`config.mk`:
```
export PLATFORM = sky130hd
export DESIGN_NAME = rv_iommu_pwreq_q
export DESIGN_NICKNAME = d
export VERILOG_FILES = /design/src/rtl/rv_iommu_pwreq_q_pkg.sv /design/src/rtl/rv_iommu_pwreq_q_fifo_mem.sv /design/src/rtl/rv_iommu_pwreq_q.sv
export SDC_FILE = /design/constraint.sdc
export NUM_CORES = 1
export LEC_CHECK = 0
export BUFFER_PORTS_ARGS = -buffer_cell sky130_fd_sc_hd__buf_2
export CAP_MARGIN = 20
export CORE_UTILIZATION = 60
export CTS_BUF_LIST = sky130_fd_sc_hd__clkbuf_4 sky130_fd_sc_hd__clkbuf_8
export CTS_CLUSTER_DIAMETER = 200
export DETAILED_ROUTE_END_ITERATION = 10
export HOLD_SLACK_MARGIN = 0.05
export PLACE_DENSITY = 0.83
export RECOVER_POWER = 50
export SYNTH_ARGS = -nofsm -noshare
export SYNTH_HDL_FRONTEND = slang
export SYNTH_SLANG_ARGS = --single-unit
```
`constraint.sdc`:
```
create_clock -name clk -period 12 [get_ports clk]
set_clock_uncertainty 0.15 [all_clocks]
set_input_delay 0 -clock clk [delete_from_list [all_inputs] [get_ports clk]]
set_output_delay 0 -clock clk [all_outputs]
set_load 0.05 [all_outputs]
```
`src/rtl/rv_iommu_pwreq_q_pkg.sv`:
```
// rv_iommu_pwreq_q_pkg: shared page-walk request types, stall states and queue defaults
package rv_iommu_pwreq_q_pkg;

    localparam int unsigned PWREQ_Q_DEPTH = 4;

    typedef struct packed {
        logic [19:0] did;
        logic [43:0] iova;
    } pw_req_t;

    typedef enum logic [1:0] {
        ST_RUN,
        ST_DRAIN,
        ST_STALLED
    } stall_state_e;

endpackage

```
`src/rtl/rv_iommu_pwreq_q_fifo_mem.sv`:
```
// rv_iommu_fifo_mem: register-array storage with one write port and an asynchronous read port
module rv_iommu_fifo_mem #(
    parameter int unsigned W     = 64,
    parameter int unsigned DEPTH = 4,
    parameter int unsigned AW    = $clog2(DEPTH)
) (
    input  logic          clk,
    input  logic          we,
    input  logic [AW-1:0] waddr,
    input  logic [W-1:0]  wdata,
    input  logic [AW-1:0] raddr,
    output logic [W-1:0]  rdata
);

    logic [W-1:0] mem_q [DEPTH];

    // Entries are written on accepted pushes only; contents survive reset.
    always_ff @(posedge clk) begin
        if (we) mem_q[waddr] <= wdata;
    end

    assign rdata = mem_q[raddr];

endmodule

```
`src/rtl/rv_iommu_pwreq_q.sv`:
```
// rv_iommu_pwreq_q: page-walk request FIFO in front of the walker with ddtp stall/drain handling
module rv_iommu_pwreq_q
    import rv_iommu_pwreq_q_pkg::*;
#(
    parameter int unsigned DEPTH = PWREQ_Q_DEPTH,
    parameter int unsigned CW    = $clog2(DEPTH + 1)
) (
    input  logic          clk,
    input  logic          rst_n,
    input  pw_req_t       in_pwreq,
    input  logic          in_irdy,
    output logic          in_trdy,
    output pw_req_t       out_pwreq,
    output logic          out_irdy,
    input  logic          out_trdy,
    input  logic          stall_req_i,
    input  logic          walker_idle_i,
    output logic          idle_o,
    output logic [CW-1:0] count_o,
    output logic [CW-1:0] hwm_o
);

    localparam int unsigned AW = $clog2(DEPTH);

    logic [AW-1:0] rd_ptr_q, rd_ptr_d, wr_ptr_q, wr_ptr_d;
    logic [CW-1:0] count_q, count_d, hwm_q, hwm_d;
    stall_state_e  state_q, state_d;
    logic          full, empty, push, pop;

    assign full     = count_q == CW'(DEPTH);
    assign empty    = count_q == '0;
    assign in_trdy  = !full && state_q == ST_RUN && !stall_req_i;
    assign out_irdy = !empty;
    assign push     = in_irdy && in_trdy;
    assign pop      = out_irdy && out_trdy;
    assign idle_o   = state_q == ST_STALLED;
    assign count_o  = count_q;
    assign hwm_o    = hwm_q;

    rv_iommu_fifo_mem #(
        .W     ($bits(pw_req_t)),
        .DEPTH (DEPTH)
    ) u_mem (
        .clk   (clk),
        .we    (push),
        .waddr (wr_ptr_q),
        .wdata (in_pwreq),
        .raddr (rd_ptr_q),
        .rdata (out_pwreq)
    );

    // Pointer, occupancy and high-water bookkeeping; pointers wrap by natural overflow.
    always_comb begin
        wr_ptr_d = wr_ptr_q + AW'(push);
        rd_ptr_d = rd_ptr_q + AW'(pop);
        count_d  = count_q + CW'(push) - CW'(pop);
        hwm_d    = count_d > hwm_q ? count_d : hwm_q;
    end

    // Stall protocol: intake stops on request, idle is reported only once drained and the walker is quiet.
    always_comb begin
        state_d = state_q;
        case (state_q)
            ST_RUN:     state_d = stall_req_i ? ST_DRAIN : ST_RUN;
            ST_DRAIN:   state_d = !stall_req_i ? ST_RUN :
                                  (empty && walker_idle_i) ? ST_STALLED : ST_DRAIN;
            ST_STALLED: state_d = stall_req_i ? ST_STALLED : ST_RUN;
            default:    state_d = ST_RUN;
        endcase
    end

    // State registers; reset discards queued requests but leaves storage untouched.
    always_ff @(posedge clk) begin
        if (!rst_n) begin
            rd_ptr_q <= '0;
            wr_ptr_q <= '0;
            count_q  <= '0;
            hwm_q    <= '0;
            state_q  <= ST_RUN;
        end else begin
            rd_ptr_q <= rd_ptr_d;
            wr_ptr_q <= wr_ptr_d;
            count_q  <= count_d;
            hwm_q    <= hwm_d;
            state_q  <= state_d;
        end
    end

endmodule

```
==> results of run 1 <==
-- synthesized netlist by cell type, drive strengths merged (2+ instances only) --
cell type,n
ha,7
nor2b,2
nor3b,3
dfxtp,12
inv,12
and2,5
mux4,64
nor2,4
nand2,6
xor2,3
clkbuf,3
edfxtp,256
buf,12
mux2i,2
nor3,2
-- layer usage --
metal | GRT usage (%) | vias up | routed length (µm)
met5 | 0 | - | 0
met4 | 7.045 | 0 | 299
met3 | 5.986 | 28 | 1102
met2 | 38.77 | 158 | 9670
met1 | 28.06 | 2512 | 7193
li1 | - | 2204 | -
-- per-stage QoR --
stage / worst slack [ps] / hold slack (ps) / power (mW) / std cells / area [µm²]
finish: 7592 / 130.1 / 2.694 / 901 / 12350
global route: 7372 / 125.1 / 2.800 / 901 / 12350
CTS: 8283 / 53.27 / 2.717 / 901 / 12470
detailed placement: 8375 / 67.47 / 1.900 / 753 / 10850
global placement: 8625 / 58.53 / 1.878 / 753 / 10850
floorplan: 4738 / -64.31 / 1.744 / 404 / 9877
-- worst register-to-register path, cell delays in order (launching register included) --
cell,delay (ps)
dfxtp_1,440
nor2_2,70
a2111oi_0,1040
nand2_4,170
ha_1,360
inv_1,50
ha_1,190
fa_1,410
xor2_1,160
xnor2_1,250
ha_1,310
a31oi_1,290
o21a_1,250
mux2i_1,200
-- cell type report --
| class | instances | area, µm² |
|---|---|---|
| clock buffer | 63 | 773.2 |
| clock inverter | 13 | 130.1 |
| fill | 909 | 3649 |
| inverter | 12 | 45.04 |
| multi-input combinational | 109 | 1815 |
| sequential | 268 | 7935 |
| tap | 216 | 270.3 |
| timing repair buffer | 220 | 1383 |
-- worst paths after layout --
kind | slack, ps | to | from
setup / recovery | 7590 | hwm_o[0] | count_o[1]
hold / removal | 130 | u_mem.mem_q[1][53] | in_pwreq[53]
setup reg to reg | 7590 | hwm_o[0] | count_o[1]
hold reg to reg | 350 | hwm_o[0] | hwm_o[0]
-- logic make-up (layout without fill, tap and decap cells) --
logic type | Yosys count | after routing | share of synthesized area [%]
AO/OA/AOI/OAI | 7 | 7 | 0.7476
XOR/XNOR | 4 | 4 | 0.3548
flip-flops | 268 | 268 | 80.26
adder cells (fa/ha/maj) | 8 | 8 | 1.089
AND/OR/NAND/NOR | 24 | 24 | 1.419
buffers and inverters | 27 | 308 | 1.330
multiplexers | 66 | 66 | 14.80
-- flip-flops by register name, summed over array words and instances (netlist names) --
signal	count
hwm_o	3
rd_ptr_q	2
u_mem.mem_q	256
wr_ptr_q	2
count_o	3
state_q	2
-- power by group through the flow --
stage / sequential, mW / clock, mW / combinational (mW)
detailed placement: 1.15 / 0 / 0.754
finish: 1.12 / 0.799 / 0.770
global route: 1.13 / 0.858 / 0.809
CTS: 1.13 / 0.815 / 0.775
global placement: 1.14 / 0 / 0.735
floorplan: 1.13 / 0 / 0.619
==> metrics.cfg, run 1 <==
[place]
io_buffers=142
dpl.hpwl_um=10070
place_congestion=0.7532

[final_layout]
area_growth_pct=25.06
drive_gt1_share_pct=31.39
layout_commonest_cell=edfxtp_1
num-nets-final=731
finish.utilization_pct=77.20
final_cell_mix=edfxtp_1 (256), clkbuf_1 (73), dlygate4sd3_1 (72)
diodes=0

[power_and_ir_drop]
combPwrFrac_pct=28.6
p_int_mw=1.805
leakage_nw=4.147
cellPowerDensity_nw_per_um2=218.1
switching_share_pct=33.02
p_seq_share_pct=41.8
p_clk_share_pct=29.7
ir_drop_mv=0.1745
p_sw_mw=0.8895

[die]
die_w_um=130.3
die-area_um2=16980
start_util_pct=61.73
die_h_um=130.3
core-area_um2=16000
ioPinCount=143
row_count=46

[routing]
drt_iter0_drc=215
avgRoutedWirePerCell_um=20.27
drt_first_pass_iters=5
wl_um=18270
drt_drc_violations_left=0
vias_per_cell=5.441
antenna_left=0
vias=4902

[cts]
root_buffer=clkbuf_8
postCtsSetupRepairBufs=0
clock_latency_ps=500
clock_sinks=268
cts_max_level=2
cts_buffers=42
holdBufCountCts=72
tritoncts=done
post_cts_resized=0
clkTransAtPathRegs_ps=60
clk_path_buf_depth=3

[sta]
fin_tns_setup_ps=0
relSlewSlack_pct=-17.41
rsz0062_at_grt=false
worst_pin_slew_ps=1761
maxClockFrequency_mhz=226.9
finalHoldViolations=0
period_share_pct=36.73
finalCriticalPeriod_ps=4408
maxSlewViolCount=30
finalSetupViolCount=0

[setup_path]
crit_chain=nor2_2, a2111oi_0, nand2_4, ha_1, inv_1, ha_1, fa_1, xor2_1, xnor2_1, ha_1, a31oi_1, o21a_1, mux2i_1
timing.critical_path.buf_inv=1
worst_ep_arrival_time_ps=4690
critPathMaxStageDelay_ps=1040
cpMostUsedCell=ha_1
required_ps=12280
cp_slowest_cell=a2111oi_0
worst-path-max-fanout=5
worstRegToRegCells=13
critPathKind=flop to flop
cp.depth=13
critPathLaunchType=flop
end_kind=flop
cp_top_family=compound AO/OA/AOI/OAI gates

[synth]
synthCells=404
synth.distinct_cells=31
async_flop_share_pct=0
ys_warn_count=0
ys_ff_latch=268
synth_top_cells_by_area=edfxtp_1 (78%), mux4_2 (15%), dfxtp_1 (2.4%), ha_1 (0.89%), buf_4 (0.46%)
synth_top_area_share_pct=77.83
synth_area_um2=9877
synth_top_cell_by_area=edfxtp_1
synth-edff-count=256
syn_nets=482
synth_area_per_cell_um2=24.45
seq_area_frac_synth_pct=80.26
synthFlopType=edfxtp_1

[global_routing]
antenna_found_initial=0
grt_pass1_vias=5218
grtUsageTotal_pct=22.49
grt-ovfl-total=0
grt_max_degree=66
grt_pass1_wl_um=27570

[hold_path]
holdCritPathClass=input port to flop
hold_depth=2

[job]
max_cap_violations=1

[outcome]
violations=max-capacitance violations, max-slew violations
status=finished, violations left

No activity file was read; power rests on OpenSTA's default activity.
==> inputs of run 2 (changes only) <==
--- a/config.mk
+++ b/config.mk
@@ -5,14 +5,15 @@
 export SDC_FILE = /design/constraint.sdc
 export NUM_CORES = 1
 export LEC_CHECK = 0
+export ABC_AREA = 1
 export BUFFER_PORTS_ARGS = -buffer_cell sky130_fd_sc_hd__buf_2
 export CAP_MARGIN = 20
-export CORE_UTILIZATION = 60
+export CORE_UTILIZATION = 53
 export CTS_BUF_LIST = sky130_fd_sc_hd__clkbuf_4 sky130_fd_sc_hd__clkbuf_8
 export CTS_CLUSTER_DIAMETER = 200
 export DETAILED_ROUTE_END_ITERATION = 10
 export HOLD_SLACK_MARGIN = 0.05
-export PLACE_DENSITY = 0.83
+export PLACE_DENSITY = 0.78
 export RECOVER_POWER = 50
 export SYNTH_ARGS = -nofsm -noshare
 export SYNTH_HDL_FRONTEND = slang
==> constraint.sdc (replaced) <==
create_clock -name clk -period 3.89 [get_ports clk]
set_clock_uncertainty 0.15 [all_clocks]
set_input_delay 0 -clock clk [delete_from_list [all_inputs] [get_ports clk]]
set_output_delay 0 -clock clk [all_outputs]
set_load 0.05 [all_outputs]
==> run 2 against run 1 <==
The flow now finishes without violations. Worst hold slack worse by 1.2 ps. Cell area rose by 2.3%. Synthesized cell count is 78% higher. Combinational power rose to 4.1 times the previous value. Cell count increased by 36%. Count of clock-buffer cells in the layout decreased by 4. Critical path type unchanged. Largest cell class unchanged.
==> metrics.cfg, run 2 <==
[synth]
synth_most_common_cell=edfxtp_1
yosys.area_share.simple_pct=6.767
synth-edff-count=256
async_flop_share_pct=0
synth_top_cells_by_area=edfxtp_1 (75%), nor2_1 (5.3%), o22ai_1 (3.9%), o21ai_0 (3.5%), o21ai_1 (2.8%)
synth_top_cell_by_area=edfxtp_1
synthFlopType=edfxtp_1
synth_area_per_cell_um2=14.19
synthAdderAreaFrac_pct=1.056
synth_area_um2=10190
synthXorXnorAreaFrac_pct=0.1719
synth_top_family_by_area=compound AO/OA/AOI/OAI gates
synth_compound_area_share_pct=10.27
synth_top_area_share_pct=75.46
ys_ff_latch=268
seq_area_frac_synth_pct=77.82
synthCells=718
synth.distinct_cells=26
synth.cells.most_frequent=edfxtp_1 (256), nor2_1 (144), o21ai_0 (72)
ys_warn_count=0
syn_nets=796
muxShareOfSynthArea_pct=0

[die]
die-area_um2=19780
die_w_um=140.6
start_util_pct=54.28
ioPinCount=143
core-area_um2=18770
row_count=50
die_h_um=140.6

[sta]
maxClockFrequency_mhz=292.9
rsz0062_at_grt=false
maxSlewViolCount=0
finalHoldViolations=0
finalCriticalPeriod_ps=3414
relSlewSlack_pct=18.41
timing.hold.ws_ps=128.9
period_share_pct=87.76
worst_pin_slew_ps=1224
finalSetupViolCount=0
fin_tns_setup_ps=0

[final_layout]
fill_cells=1350
final_cell_mix=edfxtp_1 (256), nor2_1 (144), dlygate4sd3_1 (82)
layout_commonest_cell=edfxtp_1
largest_reg_flops=256
seq_area_um2=7933
diodes=0
area_growth_pct=24.05
num-nets-final=1037
drive_gt1_share_pct=16.30
regMostFlops=u_mem.mem_q
multiInputGateArea_um2=1883
fin_area_um2=12640

[global_routing]
grt_max_degree=67
antenna_found_initial=0
grt-ovfl-total=0
grt_pass1_wl_um=33960
grtUsageTotal_pct=22.16
grt_pass1_vias=6719

[cts]
tritoncts=done
clk_path_buf_depth=3
clock_sinks=268
root_buffer=clkbuf_8
cts_max_level=2
clkTransAtPathRegs_ps=60
clock_latency_ps=520
cts_buffers=43

[setup_path]
worst-path-max-fanout=6
r2r_start=state_q[1]
critPathKind=flop to flop
ff2ff_setup_slack_ps=480
end_kind=flop
worst_ep_arrival_time_ps=3660
r2r_end=hwm_o[2]
required_ps=4140
critPathLaunchType=flop
startpoint=state_q[1]
critPathMaxStageDelay_ps=420
critical_path.endpoint=hwm_o[2]
worstRegToRegCells=19
cp_slowest_cell=fa_1
crit_chain=or2_0, nor2_1, nand3_2, ha_1, inv_1, ha_1, fa_1, inv_1, nand2_1, nand2_1, inv_1, ha_1, nand2_1, nor2_1, nor2_1, nor2_1, nand2_1, nand2_1, nor2_1

[routing]
drt_drc_violations_left=0
vias=6548
antenna_left=0
wl_um=21260
drt_first_pass_iters=5
vias_per_cell=5.358
drt_iter0_drc=438
avgRoutedWirePerCell_um=17.40

[power_and_ir_drop]
leakage_nw=4.472
ir_drop_mv=0.5929
cellPowerDensity_nw_per_um2=712.8

[hold_path]
holdCritPathClass=input port to flop

[job]
max_cap_violations=0

[place]
io_buffers=142
place_congestion=0.7559
placedInstanceArea_um2=11070
dpl.hpwl_um=11140

[outcome]
status=finished, final reports clean

-- run 2: per-layer routing --
| layer | GRT usage (%) | vias up | part of all wire (%) |
|---|---|---|---|
| met5 | 0 | - | 0 |
| met4 | 6.236 | 0 | 1.5 |
| met3 | 5.265 | 31 | 7.1 |
| met2 | 37.52 | 213 | 50 |
| met1 | 28.76 | 3158 | 41 |
| li1 | - | 3146 | - |
-- run 2: layout make-up --
cell class	instances	share of cell area (%)
Tap cell	234	2.317
Multi-Input combinational cell	380	14.90
Inverter	28	0.8515
Sequential cell	268	62.77
Clock inverter	15	1.129
Timing Repair Buffer	238	12.30
Clock buffer	59	5.733
-- run 2: logic make-up after synthesis --
kind of cell               after synthesis
and+or+nand+nor                        177
buffers and inverters                   70
DFF                                    268
AOI/OAI and AO/OA                      193
adders and majority gates                8
xor gates and xnor gates                 2
-- run 2: report_power, final --
| group | switching, mW | leakage [nW] | internal, mW |
|---|---|---|---|
| registers | 0.130 | 2.42 | 3.31 |
| clock network | 1.02 | 0.463 | 1.40 |
| logic | 2.41 | 1.59 | 0.738 |
-- run 2: worst min-delay path by stage --
stage | startpoint | to | slack [ps] | cells after the start
floorplan | in_pwreq[0] | u_mem.mem_q[0][0] | -50 | 0
global placement | in_pwreq[28] | u_mem.mem_q[3][28] | 60 | 1
detailed placement | in_pwreq[62] | u_mem.mem_q[0][62] | 70 | 1
CTS | in_pwreq[15] | u_mem.mem_q[0][15] | 50 | 2
global route | in_pwreq[21] | u_mem.mem_q[2][21] | 130 | 2
finish | in_pwreq[25] | u_mem.mem_q[2][25] | 130 | 2
-- run 2: what timing repair did --
item                                   in CTS  in global routing
hold buffers                               82                  0
setup buffers                               0                  0
resized for setup                           0                  0
endpoints found under the hold margin     268                  0
-- run 2: critical path: cells and delay by family (launching register included) --
kind	cells	cell delay [ps]
AND/OR/NAND/NOR	12	1440
flip-flops	1	310
buffers and inverters	3	170
adder cells (fa/ha/maj)	4	1230
-- run 2: stage by stage --
stage          power, mW  setup WS [ps]  utilization (%)  cells
5_1_grt            9.456          180.3            67.33   1222
2_1_floorplan      5.973         -238.5                -    718
4_1_cts            9.089          445.0            67.96   1222
3_3_place_gp       6.533          606.5            58.86   1065
6_report           9.008          476.0            67.33   1222
3_5_place_dp       6.614          472.3            58.97   1066
==> inputs of run 3 (changes only) <==
--- a/config.mk
+++ b/config.mk
@@ -5,7 +5,6 @@
 export SDC_FILE = /design/constraint.sdc
 export NUM_CORES = 1
 export LEC_CHECK = 0
-export ABC_AREA = 1
 export BUFFER_PORTS_ARGS = -buffer_cell sky130_fd_sc_hd__buf_2
 export CAP_MARGIN = 20
 export CORE_UTILIZATION = 53
==> run 3 against run 2 <==
The run now ends with design-rule violations left. Count of clock-buffer cells in the layout down 2. Cell area fell by 1.9%. Power fell by 11%. Wire length shrank 14%. Worst setup slack lost 120 ps. Flip-flop and latch count is the same. Critical path depth shrank 6. Fmax decreased by 3.4%. Sequential share of layout area grew 1.3 points. Highest routed layer unchanged.
==> metrics.cfg, run 3 (synthesized netlist as in run 1, its figures left out) <==
[outcome]
status=finished, violations left
violations=design-rule violations

[power_and_ir_drop]
p_clk_share_pct=26.7
p_sw_mw=2.722
p_int_mw=5.293
ir_drop_mv=0.4713
cellPowerDensity_nw_per_um2=646.2
switching_share_pct=33.96
combPwrFrac_pct=29.7
p_seq_share_pct=43.5
leakage_nw=4.143

[die]
ioPinCount=143
row_count=49
die_w_um=138.5
die-area_um2=19190
die_h_um=138.5
start_util_pct=54.61
core-area_um2=18090

[sta]
relSlewSlack_pct=14.63
maxSlewViolCount=0
finalSetupViolCount=0
finalHoldViolations=0
fin_tns_setup_ps=0
period_share_pct=90.88
rsz0062_at_grt=false
maxClockFrequency_mhz=282.9
finalCriticalPeriod_ps=3535
worst_pin_slew_ps=1281

[global_routing]
grt_pass1_vias=5449
grtUsageTotal_pct=19.86
grt-ovfl-total=0
grt_max_degree=66
antenna_found_initial=1
grt_pass1_wl_um=29030

[setup_path]
critPathKind=flop to flop
r2r_end=hwm_o[0]
critPathLaunchType=flop
r2r_start=count_o[1]
end_kind=flop
ff2ff_setup_slack_ps=350
worstRegToRegCells=13
required_ps=4180
worst_ep_arrival_time_ps=3830
worst-path-max-fanout=5

[cts]
cts_buffers=42
clock_sinks=268
cts_max_level=2
postCtsSetupRepairBufs=0
clock_latency_ps=520
root_buffer=clkbuf_8
tritoncts=done
clkTransAtPathRegs_ps=60
clk_path_buf_depth=3

[routing]
drt_iter0_drc=266
wl_um=18370
vias_per_cell=5.467
drt_drc_violations_left=22
avgRoutedWirePerCell_um=19.95
drt_first_pass_iters=8
antenna_left=0
vias=5035

[place]
dpl.hpwl_um=9916
io_buffers=142
place_congestion=0.7049

[job]
max_cap_violations=0

[final_layout]
drive_gt1_share_pct=30.82
area_growth_pct=25.58
layout_commonest_cell=edfxtp_1
fill_cells=1116
multiInputGateArea_um2=1838
regMostFlops=u_mem.mem_q
finish.utilization_pct=68.58
num-nets-final=744
seq_area_um2=7944
largest_reg_flops=256
final_cell_mix=edfxtp_1 (256), dlygate4sd3_1 (86), buf_2 (75)

[hold_path]
hold_depth=2
min_from=in_pwreq[39]
holdCritPathClass=input port to flop
worstHoldEndpoint=u_mem.mem_q[2][39]

-- run 3: cell count changes in the layout (fill, tap and decap cells not counted), sizes merged, moves of 8 or more --
cell	previous run	this run
inv	28	12
o22ai	64	0
buf	86	78
o21ai	128	0
nor2	144	4
nand2	20	6
mux4	0	64
-- run 3: per-layer routing --
layer / up-vias / GRT usage [%] / wire length, µm
li1: 2229 / - / -
met1: 2598 / 25.17 / 7566
met2: 176 / 33.18 / 9196
met3: 32 / 5.542 / 1329
met4: 0 / 6.978 / 280
met5: - / 0 / 0
-- run 3: timing repair --
action                    in CTS  in global routing
gates resized for setup        0                  0
hold endpoints to repair     286                  0
hold buffers                  86                  0
-- run 3: worst max-delay path by stage --
stage / start / end / slack (ps) / depth (start not counted)
after floorplan: count_o[1] / hwm_o[0] / 50 / 13
final: count_o[1] / hwm_o[0] / 350 / 13
after global placement: count_o[1] / hwm_o[1] / 600 / 13
after CTS: count_o[1] / hwm_o[0] / 360 / 13
after global routing: count_o[1] / hwm_o[0] / 50 / 13
after detailed placement: count_o[1] / hwm_o[0] / 380 / 13
-- run 3: final cells by class --
type                    count  share of cell area (%)
well taps                 229                   2.310
clock inverters            12                  0.3732
repair buffers            233                   12.35
inverters                  12                  0.3632
diodes                      1                 0.02018
clock buffers              57                   5.720
multi-input cells         109                   14.82
flip-flops and latches    268                   64.05
-- run 3: per-stage QoR --
step / instance area, µm² / instances / hold slack, ps / power, mW / setup slack [ps]
after detailed placement: 10890 / 765 / 65.27 / 5.891 / 377.8
after floorplan: 9915 / 404 / -64.31 / 5.383 / 47.54
after global placement: 10890 / 765 / 58.91 / 5.825 / 602.9
after global routing: 12400 / 921 / 110.0 / 8.350 / 49.51
after CTS: 12500 / 920 / 50.22 / 8.108 / 360.2
final: 12400 / 921 / 127.5 / 8.014 / 354.7
-- run 3: power groups by stage --
stage | Sequential, mW | Combinational [mW] | Clock [mW]
3_5_place_dp | 3.56 | 2.33 | 0
3_3_place_gp | 3.55 | 2.28 | 0
5_1_grt | 3.52 | 2.50 | 2.33
2_1_floorplan | 3.47 | 1.91 | 0
6_report | 3.49 | 2.38 | 2.14
4_1_cts | 3.50 | 2.41 | 2.20
-- run 3: worst max-delay path: stages, from the launching register on --
cell and delay [ps]:
dfxtp_4 360, nor2_1 70, a2111oi_4 370, nand2_4 140, ha_1 300, inv_1 40, ha_1 190, fa_1 420
xor2_1 170, xnor2_1 250, ha_1 300, a31oi_1 250, o21a_1 240, mux2i_1 200
